<file path="config.mk">
export PLATFORM = sky130hd
export DESIGN_NAME = tpg_rca_param_flat
export DESIGN_NICKNAME = d
export VERILOG_FILES = /design/src/rtl/tpg_pkg.sv /design/src/rtl/tpg_rca_param_if.sv /design/src/rtl/tpg_lfsr.sv /design/src/rtl/tpg_rca_param.sv /design/src/flat_wrapper.sv
export SDC_FILE = /design/constraint.sdc
export NUM_CORES = 1
export LEC_CHECK = 0
export ABC_AREA = 0
export ABC_CLOCK_PERIOD_IN_PS = 3000
export CORE_MARGIN = 2
export CORE_UTILIZATION = 53
export DETAILED_ROUTE_END_ITERATION = 10
export PLACE_DENSITY = 0.79
export SLEW_MARGIN = 20
export SYNTH_ARGS = -nofsm -noshare
export SYNTH_HDL_FRONTEND = slang
export SYNTH_SLANG_ARGS = --single-unit
</file>
<file path="constraint.sdc">
create_clock -name clk -period 3 [get_ports clk]
set_input_delay 0.6 -clock clk [delete_from_list [all_inputs] [get_ports clk]]
set_output_delay 0.6 -clock clk [all_outputs]
set_load 0.02 [all_outputs]
</file>
<file path="src/rtl/tpg_pkg.sv">
// tpg_pkg: shared modes, states, LFSR tap masks and pattern counts for the RCA pattern generator
package tpg_pkg;
  typedef enum logic [1:0] {MODE_CTEST, MODE_EXH, MODE_LFSR, MODE_RSVD} mode_e;
  typedef enum logic [1:0] {ST_IDLE, ST_RUN, ST_DONE} state_e;
  // Right-shift Galois masks: bit t-1 set for each feedback exponent t of a primitive polynomial
  function automatic logic [63:0] lfsr_taps(input int n);
    case (n)
      3: return 64'h6;
      4: return 64'hC;
      5: return 64'h14;
      6: return 64'h30;
      7: return 64'h60;
      8: return 64'hB8;
      9: return 64'h110;
      10: return 64'h240;
      11: return 64'h500;
      12: return 64'h829;
      13: return 64'h100D;
      14: return 64'h2015;
      15: return 64'h6000;
      16: return 64'hD008;
      17: return 64'h12000;
      18: return 64'h20400;
      19: return 64'h40023;
      20: return 64'h90000;
      21: return 64'h140000;
      22: return 64'h300000;
      23: return 64'h420000;
      24: return 64'hE10000;
      25: return 64'h1200000;
      26: return 64'h2000023;
      27: return 64'h4000013;
      28: return 64'h9000000;
      29: return 64'h14000000;
      30: return 64'h20000029;
      31: return 64'h48000000;
      32: return 64'h80200003;
      33: return 64'h100080000;
      default: return 64'h0;
    endcase
  endfunction
  function automatic logic [63:0] pat_count(input mode_e m, input int width, input int num_rand);
    return m == MODE_EXH ? 64'd1 << (2 * width + 1) : m == MODE_LFSR ? 64'(num_rand) : 64'd8;
  endfunction
endpackage

</file>
<file path="src/rtl/tpg_rca_param_if.sv">
// tpg_rca_param_if: controller-side handshake and adder-side pattern bus of the pattern generator
interface tpg_rca_param_if #(parameter int WIDTH = 5, parameter int IDXW = 17);
  logic start, hold, cin, valid, done, err;
  logic [1:0] mode;
  logic [WIDTH-1:0] a, b;
  logic [IDXW-1:0] pat_idx;
  modport master (output start, mode, hold, input a, b, cin, valid, pat_idx, done, err);
  modport slave (input start, mode, hold, output a, b, cin, valid, pat_idx, done, err);
endinterface

</file>
<file path="src/rtl/tpg_lfsr.sv">
// tpg_lfsr: N-bit right-shift Galois LFSR with synchronous load and step enable
module tpg_lfsr import tpg_pkg::*; #(
  parameter int N = 11,
  parameter logic [N-1:0] RST_V = 1
) (
  input  logic         clk,
  input  logic         init,
  input  logic         load,
  input  logic         step,
  input  logic [N-1:0] seed,
  output logic [N-1:0] q
);
  localparam logic [N-1:0] TAPS = N'(lfsr_taps(N));
  logic [N-1:0] q_q, q_d;
  always_comb q_d = load ? seed : step ? (q_q >> 1) ^ (q_q[0] ? TAPS : '0) : q_q;
  always_ff @(posedge clk or negedge init)
    if (!init) q_q <= RST_V;
    else q_q <= q_d;
  assign q = q_q;
endmodule

</file>
<file path="src/rtl/tpg_rca_param.sv">
// tpg_rca_param: C-test / exhaustive / LFSR pattern generator for a WIDTH-bit ripple-carry adder
module tpg_rca_param import tpg_pkg::*; #(
  parameter int          WIDTH     = 5,
  parameter int          NUM_RAND  = 64,
  parameter logic [63:0] SEED      = 64'd1,
  parameter int          EXH_MAX_W = 8,
  parameter int          IDXW      = 17
) (
  input logic clk,
  input logic init,
  tpg_rca_param_if.slave bus
);
  localparam int N = 2 * WIDTH + 1;
  localparam logic [1:0] IDLE = ST_IDLE, RUN = ST_RUN, DONE = ST_DONE;
  localparam logic [IDXW-1:0] LAST_CT = IDXW'(pat_count(MODE_CTEST, WIDTH, NUM_RAND) - 64'd1);
  localparam logic [IDXW-1:0] LAST_EX = IDXW'(pat_count(MODE_EXH, WIDTH, NUM_RAND) - 64'd1);
  localparam logic [IDXW-1:0] LAST_RN = IDXW'(pat_count(MODE_LFSR, WIDTH, NUM_RAND) - 64'd1);
  logic [1:0] state_q, state_d;
  mode_e mode_q, mode_d;
  logic [IDXW-1:0] idx_q, idx_d, last_idx;
  logic [N-1:0] pat_q, pat_d, lfsr_q;
  logic valid_q, valid_d, done_q, done_d, err_q, err_d;
  logic legal, go, accept, is_last, ao, bo;
  logic [2:0] d;
  logic [WIDTH-1:0] ct_a, ct_b;
  always_comb begin
    legal = bus.mode != MODE_RSVD && !(bus.mode == MODE_EXH && WIDTH > EXH_MAX_W);
    go = state_q == IDLE && bus.start && legal;
    accept = valid_q && !bus.hold;
    last_idx = mode_q == MODE_CTEST ? LAST_CT : mode_q == MODE_EXH ? LAST_EX : LAST_RN;
    is_last = idx_q == last_idx;
    state_d = go ? RUN : accept && is_last ? DONE : state_q == DONE ? IDLE : state_q;
    mode_d = go ? mode_e'(bus.mode) : mode_q;
    idx_d = go ? '0 : accept && !is_last ? idx_q + 1'b1 : idx_q;
    valid_d = go || (valid_q && !(accept && is_last));
    done_d = accept && is_last;
    err_d = state_q == IDLE && bus.start && !legal;
  end
  // C-test cell inputs: cell 0 takes the raw bits, odd cells the carry-restoring pair
  always_comb begin
    d = idx_d[2:0];
    ao = (~d[1] & (d[2] | d[0])) | (d[2] & d[0]);
    bo = (~d[0] & (d[2] | d[1])) | (d[2] & d[1]);
    ct_a = '0;
    ct_b = '0;
    for (int i = 0; i < WIDTH; i++) begin
      ct_a[i] = i == 0 ? d[2] : i % 2 == 1 ? ao : d[1];
      ct_b[i] = i == 0 ? d[1] : i % 2 == 1 ? bo : d[0];
    end
    pat_d = mode_d == MODE_EXH ? N'(idx_d) : {ct_a, ct_b, d[0]};
  end
  always_ff @(posedge clk or negedge init)
    if (!init) begin
      state_q <= IDLE;
      mode_q <= MODE_CTEST;
      idx_q <= '0;
      pat_q <= '0;
      valid_q <= 1'b0;
      done_q <= 1'b0;
      err_q <= 1'b0;
    end else begin
      state_q <= state_d;
      mode_q <= mode_d;
      idx_q <= idx_d;
      pat_q <= pat_d;
      valid_q <= valid_d;
      done_q <= done_d;
      err_q <= err_d;
    end
  tpg_lfsr #(.N(N), .RST_V(N'(SEED))) u_lfsr (
    .clk(clk), .init(init), .load(go), .step(accept), .seed(N'(SEED)), .q(lfsr_q)
  );
  // LFSR state is itself a register, so it drives the pattern bus directly in LFSR mode
  assign {bus.a, bus.b, bus.cin} = mode_q == MODE_LFSR ? lfsr_q : pat_q;
  assign bus.valid = valid_q;
  assign bus.pat_idx = idx_q;
  assign bus.done = done_q;
  assign bus.err = err_q;
endmodule

</file>
<file path="src/flat_wrapper.sv">
// flat-port wrapper written by rule: the top's interface ports become plain ports
module tpg_rca_param_flat import tpg_pkg::*;
#(
  parameter int          WIDTH     = 5,
  parameter int          NUM_RAND  = 64,
  parameter logic [63:0] SEED      = 64'd1,
  parameter int          EXH_MAX_W = 8,
  parameter int          IDXW      = 17
)
  (clk, init, bus_start, bus_mode, bus_hold, bus_a, bus_b, bus_cin, bus_valid, bus_pat_idx, bus_done, bus_err);
  tpg_rca_param_if #(.WIDTH(WIDTH), .IDXW(IDXW)) bus_i ();
  input logic clk;
  input logic init;
  input wire logic [$bits(bus_i.start)-1:0] bus_start;
  input wire logic [$bits(bus_i.mode)-1:0] bus_mode;
  input wire logic [$bits(bus_i.hold)-1:0] bus_hold;
  output wire logic [$bits(bus_i.a)-1:0] bus_a;
  output wire logic [$bits(bus_i.b)-1:0] bus_b;
  output wire logic [$bits(bus_i.cin)-1:0] bus_cin;
  output wire logic [$bits(bus_i.valid)-1:0] bus_valid;
  output wire logic [$bits(bus_i.pat_idx)-1:0] bus_pat_idx;
  output wire logic [$bits(bus_i.done)-1:0] bus_done;
  output wire logic [$bits(bus_i.err)-1:0] bus_err;
  assign bus_i.start = bus_start;
  assign bus_i.mode = bus_mode;
  assign bus_i.hold = bus_hold;
  assign bus_a = bus_i.a;
  assign bus_b = bus_i.b;
  assign bus_cin = bus_i.cin;
  assign bus_valid = bus_i.valid;
  assign bus_pat_idx = bus_i.pat_idx;
  assign bus_done = bus_i.done;
  assign bus_err = bus_i.err;
  tpg_rca_param #(.WIDTH(WIDTH), .NUM_RAND(NUM_RAND), .SEED(SEED), .EXH_MAX_W(EXH_MAX_W), .IDXW(IDXW)) u_core (.clk(clk), .init(init), .bus(bus_i));
endmodule
</file>
=== After elaboration in Yosys (flattened, before gate mapping) ===
Cells that the tools add are included.

* Register bits after elaboration: 46
* Bits of input ports: 6
* Output and inout bits: 31
* Word-level logic and storage cells: 57

* Add/subtract/negate cells: 1
* Equality and inequality tests: 6
* Multiplexer cells: 13
* Bitwise gates (word level): 11
* Reductions and logical operators: 17

{| class="wikitable"
|+ Operators by type and width
! kind !! number
|-
| $mux 11 || 6
|-
| $mux 17 || 3
|-
| $add 17x1->17 const B || 1
|-
| $eq 17x17->1 || 1
|-
| $xor 10x11->11 || 1
|-
| $mux 2 || 4
|-
| $logic_and 1x1->1 || 7
|-
| $and 1x1->1 || 4
|-
| $eq 2x1->1 const B || 2
|-
| $eq 2x2->1 const B || 2
|-
| $logic_not 1->1 || 4
|-
| $logic_not 2->1 || 2
|-
| $or 1x1->1 || 4
|-
| $reduce_bool 2->1 || 2
|-
| $reduce_bool 3->1 || 1
|-
| $ne 2x2->1 const B || 1
|-
| $not 1->1 || 2
|-
| $logic_or 1x1->1 || 1
|}

=== Depth between registers and ports, before layout ===
* Depth in word-level cells: 12
* Gate-level depth with buffers: 8
* Gate-level depth less buffers: 7

=== Hierarchy ===
Synthesis repeated with hierarchy kept, for this count alone.

* Cell total of the unflattened synthesis: 245
* Area total of the unflattened synthesis: 2389.8 µm²

{| class="wikitable"
|+ Modules (own cells, without submodules)
! module !! instances !! cells each !! area each (µm²) !! sequential area each (µm²)
|-
| tpg_rca_param || 1 || 196 || 1863.0 || 825.8
|-
| tpg_lfsr || 1 || 49 || 526.8 || 276.5
|}

=== Least setup slack after synthesis ===
Ideal clock, no wire load.

* Path kind: register to register
* From: reg u_core.idx_q[11], in the netlist u_core.bus.pat_idx[11]
* To: reg u_core.pat_q[2]
* Setup time: 0.092 ns
* Arrival: 2.400 ns
* Required time: 2.908 ns
* Setup slack: 0.508 ns
* Cell stages (with the launch flop): 8
* Path buffers: 1
* Period minus slack after synthesis: 2.492 ns
* Cell sequence: dfrtp_1 -> or4_1 -> or4_4 -> a211oi_2 -> buf_6 -> nor2_4 -> mux2_4 -> o31ai_2

* Word-level cells in the longest chain between the ends: 9
* Elaborated cells on any way between the ends: 11
* Those cells by class: 1 x eq/ne; 3 x mux; 5 x bitwise; 2 x reduce/logical

{| class="wikitable"
|+ Ends and longest elaborated chain
! what !! line !! source
|-
| start: declaration || tpg_rca_param.sv:20 || <nowiki>logic [IDXW-1:0] idx_q, idx_d, last_idx;</nowiki>
|-
| start signal: assignment || tpg_rca_param.sv:64 || <nowiki>idx_q <= idx_d;</nowiki>
|-
| $eq 17x17->1 * || tpg_rca_param.sv:31 || <nowiki>is_last = idx_q == last_idx;</nowiki>
|-
| $logic_not 1->1 * || tpg_rca_param.sv:34 || <nowiki>idx_d = go ? '0 : accept && !is_last ? idx_q + 1'b1 : idx_q;</nowiki>
|-
| $logic_and 1x1->1 * || tpg_rca_param.sv:34 ||
|-
| $mux 17 * (2 in series) || tpg_rca_param.sv:34 ||
|-
| $or 1x1->1 or $not 1->1 (tied branches) || tpg_rca_param.sv:43 || <nowiki>bo = (~d[0] & (d[2] | d[1])) | (d[2] & d[1]);</nowiki>
|-
| $and 1x1->1 || tpg_rca_param.sv:43 ||
|-
| $or 1x1->1 || tpg_rca_param.sv:43 ||
|-
| $mux 11 * || tpg_rca_param.sv:50 || <nowiki>pat_d = mode_d == MODE_EXH ? N'(idx_d) : {ct_a, ct_b, d[0]};</nowiki>
|-
| named net u_core.pat_d[2] || tpg_rca_param.sv:21 || <nowiki>logic [N-1:0] pat_q, pat_d, lfsr_q;</nowiki>
|-
| end signal: assignment || tpg_rca_param.sv:65 || <nowiki>pat_q <= pat_d;</nowiki>
|-
| end: declaration || tpg_rca_param.sv:21 ||
|}

The timed path passes the listed nets; every way through them passes the cells marked *. The select of a mux whose other input is x is not followed.
A chain may end at the register's enable or synchronous reset.

=== Worst setup path in the final report ===
* From: reg u_core.idx_q[11], in the netlist u_core.bus.pat_idx[11]
* To: reg u_core.pat_q[10]

* Word-level cells in the longest chain between the ends: 6

{| class="wikitable"
|+ Ends and longest elaborated chain
! what !! line
|-
| $eq 17x17->1 || tpg_rca_param.sv:31
|-
| $logic_not 1->1 || tpg_rca_param.sv:34
|-
| $logic_and 1x1->1 || tpg_rca_param.sv:34
|-
| $mux 17 (2 in series) || tpg_rca_param.sv:34
|-
| $mux 11 || tpg_rca_param.sv:50
|-
| named net u_core.pat_d[10] || tpg_rca_param.sv:21
|}

The timed path passes the listed nets, and every way through them passes these cells. The select of a mux whose other input is x is not followed.

==> impl_metrics.ini <==
[outcome]
status = finished, final reports clean

[place]
place_inst = 321
port_buffers = 36
dp_hpwl_um = 3660
place_area_mm2 = 0.00267
gp_congestion = 0.847

[logic_synthesis]
yosysTopAreaCell = dfrtp_1
syn-num-nets = 246
synth_area_mm2 = 0.00226
yosysMostFrequentCell = dfrtp_1
netlist.area_leader.share = 0.476
yosysUniqueCellTypes = 43
synth_area_leaders = dfrtp_1 (48%), nand2_1 (6.3%), mux2_2 (5.0%), nor2_1 (5.0%), xnor2_1 (4.7%)
ys_ff_latch = 44
ys_top_cells_by_count = dfrtp_1 (43), nand2_1 (38), nor2_1 (30)
synthArstFlopShare = 1.00
ys.flop_type = dfrtp_1
synth_area_per_cell_um2 = 9.45
synth-edff-count = 0
syn_inst = 239
yosysSeqAreaShare = 0.488
ys.warnings.count = 0

[routing]
antenna_left = 0
drc = 0
via_count = 1904
viasPerCell = 5.79
routedWlPerCell_um = 15.7
routed_wl_um = 5180
first_pass_iters = 4
drt_iter0_markers = 123

[sta]
tightest_slew_ns = 0.939
max_freq_ghz = 0.380
rsz0062_at_grt = no
setup_viol = 0
final-max-slew-violation-count = 0
final.setup.tns_ns = 0
finClkSkew_ns = 0.00416
relSlewSlack = 0.374
hold_viol_final = 0
period_minus_slack_ns = 2.63
fin_crit_sh = 0.878

[grt]
grt_usage = 0.235
grt_pass1_wl_um = 9110
grt_pass1_vias = 1892
antenna_found_initial = 0
grt_max_degree = 45
grt_overflow = 0

[clock_network]
clock-sinks = 44
cts_tree = built
postCtsHoldBufs = 0
clock_latency_ns = 0.30
post_cts_buffers = 0
numCtsBuffers = 5
clk_pin_slew_worst_paths_ns = 0.08
cts_resized = 0
htree_levels = 2
clock-root-buffer = clkbuf_8
clockBufferDepth = 2

[critical_path]
cp-endpoint = u_core.pat_q[10]$_DFF_PN0_
required_ns = 3.17
rr_startpoint = u_core.bus.pat_idx[11]$_DFFE_PN0P_
path_cells = or4_1 > or4_4 > a211oi_2 > nor4_1 > xnor2_1 > o22ai_1
cp_max_fo = 9
start_kind = flop
critPathLaunch = u_core.bus.pat_idx[11]$_DFFE_PN0P_
r2r_end = u_core.pat_q[10]$_DFF_PN0_
reg2reg_depth = 6
critical_path.slowest_cell = a211oi_2
rrSetupSlack_ns = 0.37
worst_setup_path_end_kind = flop
arrival_ns = 2.81
worst-path-buf-inv = 0
cp_top_family = simple AND/OR/NAND/NOR gates
crit_type = reg2reg
crit_path_max_incr_delay_ns = 0.54
path_depth = 6

[floorplan]
core_mm2 = 0.00406
initial_core_util = 0.557
dieHeight_um = 69.3
die_area_mm2 = 0.00480
io_pins = 37
die_w_um = 69.3
rows = 23

[worst_hold_path]
min_path_type = in2async

[finish]
syn_to_final_growth_pct = 23.0
final_cells = 329
design_area_mm2 = 0.00278
drive_above_1_share = 0.118
fin_nets = 285
n_antenna_cell = 0
fin_util = 0.685

[power]
irDropWorstVdd_v = 0.000497
p_per_area_mw_per_mm2 = 991
total_power_w = 0.00275
p_leak_nw = 1.17

[flow_run]
max_cap_violations = 0
[cell families (layout without fill, tap and decap cells)]
logic type               after synthesis  count (layout)  synth area share
AO/OA/AOI/OAI                         42              42             0.126
XOR/XNOR                              13              13            0.0504
adder cells (fa/ha/maj)                1               1           0.00554
buffers and inverters                 15              55            0.0321
flip-flops                            44              44             0.488
multiplexers                          14              14            0.0698
AND/OR/NAND/NOR                      110             110             0.229
[worst min path at each step]
stage	slack [ns]	from	to	depth (start not counted)
6_report	0.44	init	u_core.pat_q[5]$_DFF_PN0_	1
5_1_grt	0.53	init	u_core.bus.done$_DFF_PN0_	1
4_1_cts	0.47	init	u_core.u_lfsr.q[6]$_DFFE_PN0P_	1
3_5_place_dp	0.50	u_core.state_q[1]$_DFFE_PN0P_	u_core.state_q[1]$_DFFE_PN0P_	1
3_3_place_gp	0.49	u_core.state_q[0]$_DFFE_PN0P_	u_core.state_q[0]$_DFFE_PN0P_	2
2_1_floorplan	0.30	init	u_core.bus.done$_DFF_PN0_	0
[final cells by class]
cell class                 count  area, µm²
fill                         341       1280
clock buffer                   6       72.6
multi-input combinational    180       1090
timing repair buffer          42        400
inverter                       5       18.8
clock inverter                 2       35.0
sequential                    44       1100
tap                           50       62.6
[metal layers]
layer,up-vias,global-route usage,part of all wire
met4,0,0.107,0.026
met5,-,0,0
met2,68,0.376,0.47
met3,12,0.0378,0.052
met1,911,0.314,0.45
li1,913,-,-
[registers in the layout, indices dropped and copies added (netlist names)]
register	cells
u_core.bus.err	1
u_core.bus.done	1
u_core.pat_q	11
u_core.u_lfsr.q	11
u_core.state_q	2
u_core.bus.pat_idx	15
u_core.bus.valid	1
u_core.mode_q	2
[through the flow]
| step | hold slack [ns] | worst slack, ns |
|---|---|---|
| CTS | 0.473 | 0.368 |
| global route | 0.527 | 0.196 |
| detailed placement | 0.503 | 0.400 |
| global placement | 0.490 | 0.441 |
| finish | 0.441 | 0.365 |
| floorplan | 0.304 | 0.508 |
[where the power goes]
part / internal, W / switching (W) / leakage (nW)
clock network: 0.000247 / 0.000195 / 0.0552
logic: 0.000618 / 0.000727 / 0.551
registers: 0.000792 / 0.000175 / 0.568
[layout by cell type (no fill, tap or decap), types with 2 or more instances in the layout]
cell type,netlist,layout
nand2_1,38,38
or4_1,2,2
nand2b_1,3,3
nor2b_1,3,3
nand3_1,5,5
nor2_1,30,30
xnor2_1,12,12
mux2i_1,3,3
nor4_1,5,5
o21a_1,5,5
mux2_2,10,10
clkdlybuf4s50_1,0,35
o22ai_1,2,2
o211ai_1,2,2
nand4_1,4,4
nor4b_1,2,2
a211oi_1,2,2
a211oi_2,2,2
clkbuf_8,0,5
dfrtp_1,43,43
inv_1,5,5
nor3_1,10,10
a21oi_1,15,14
or3_1,5,5
buf_4,2,6
o21ai_0,6,6
No activity file was read; power rests on OpenSTA's default activity.
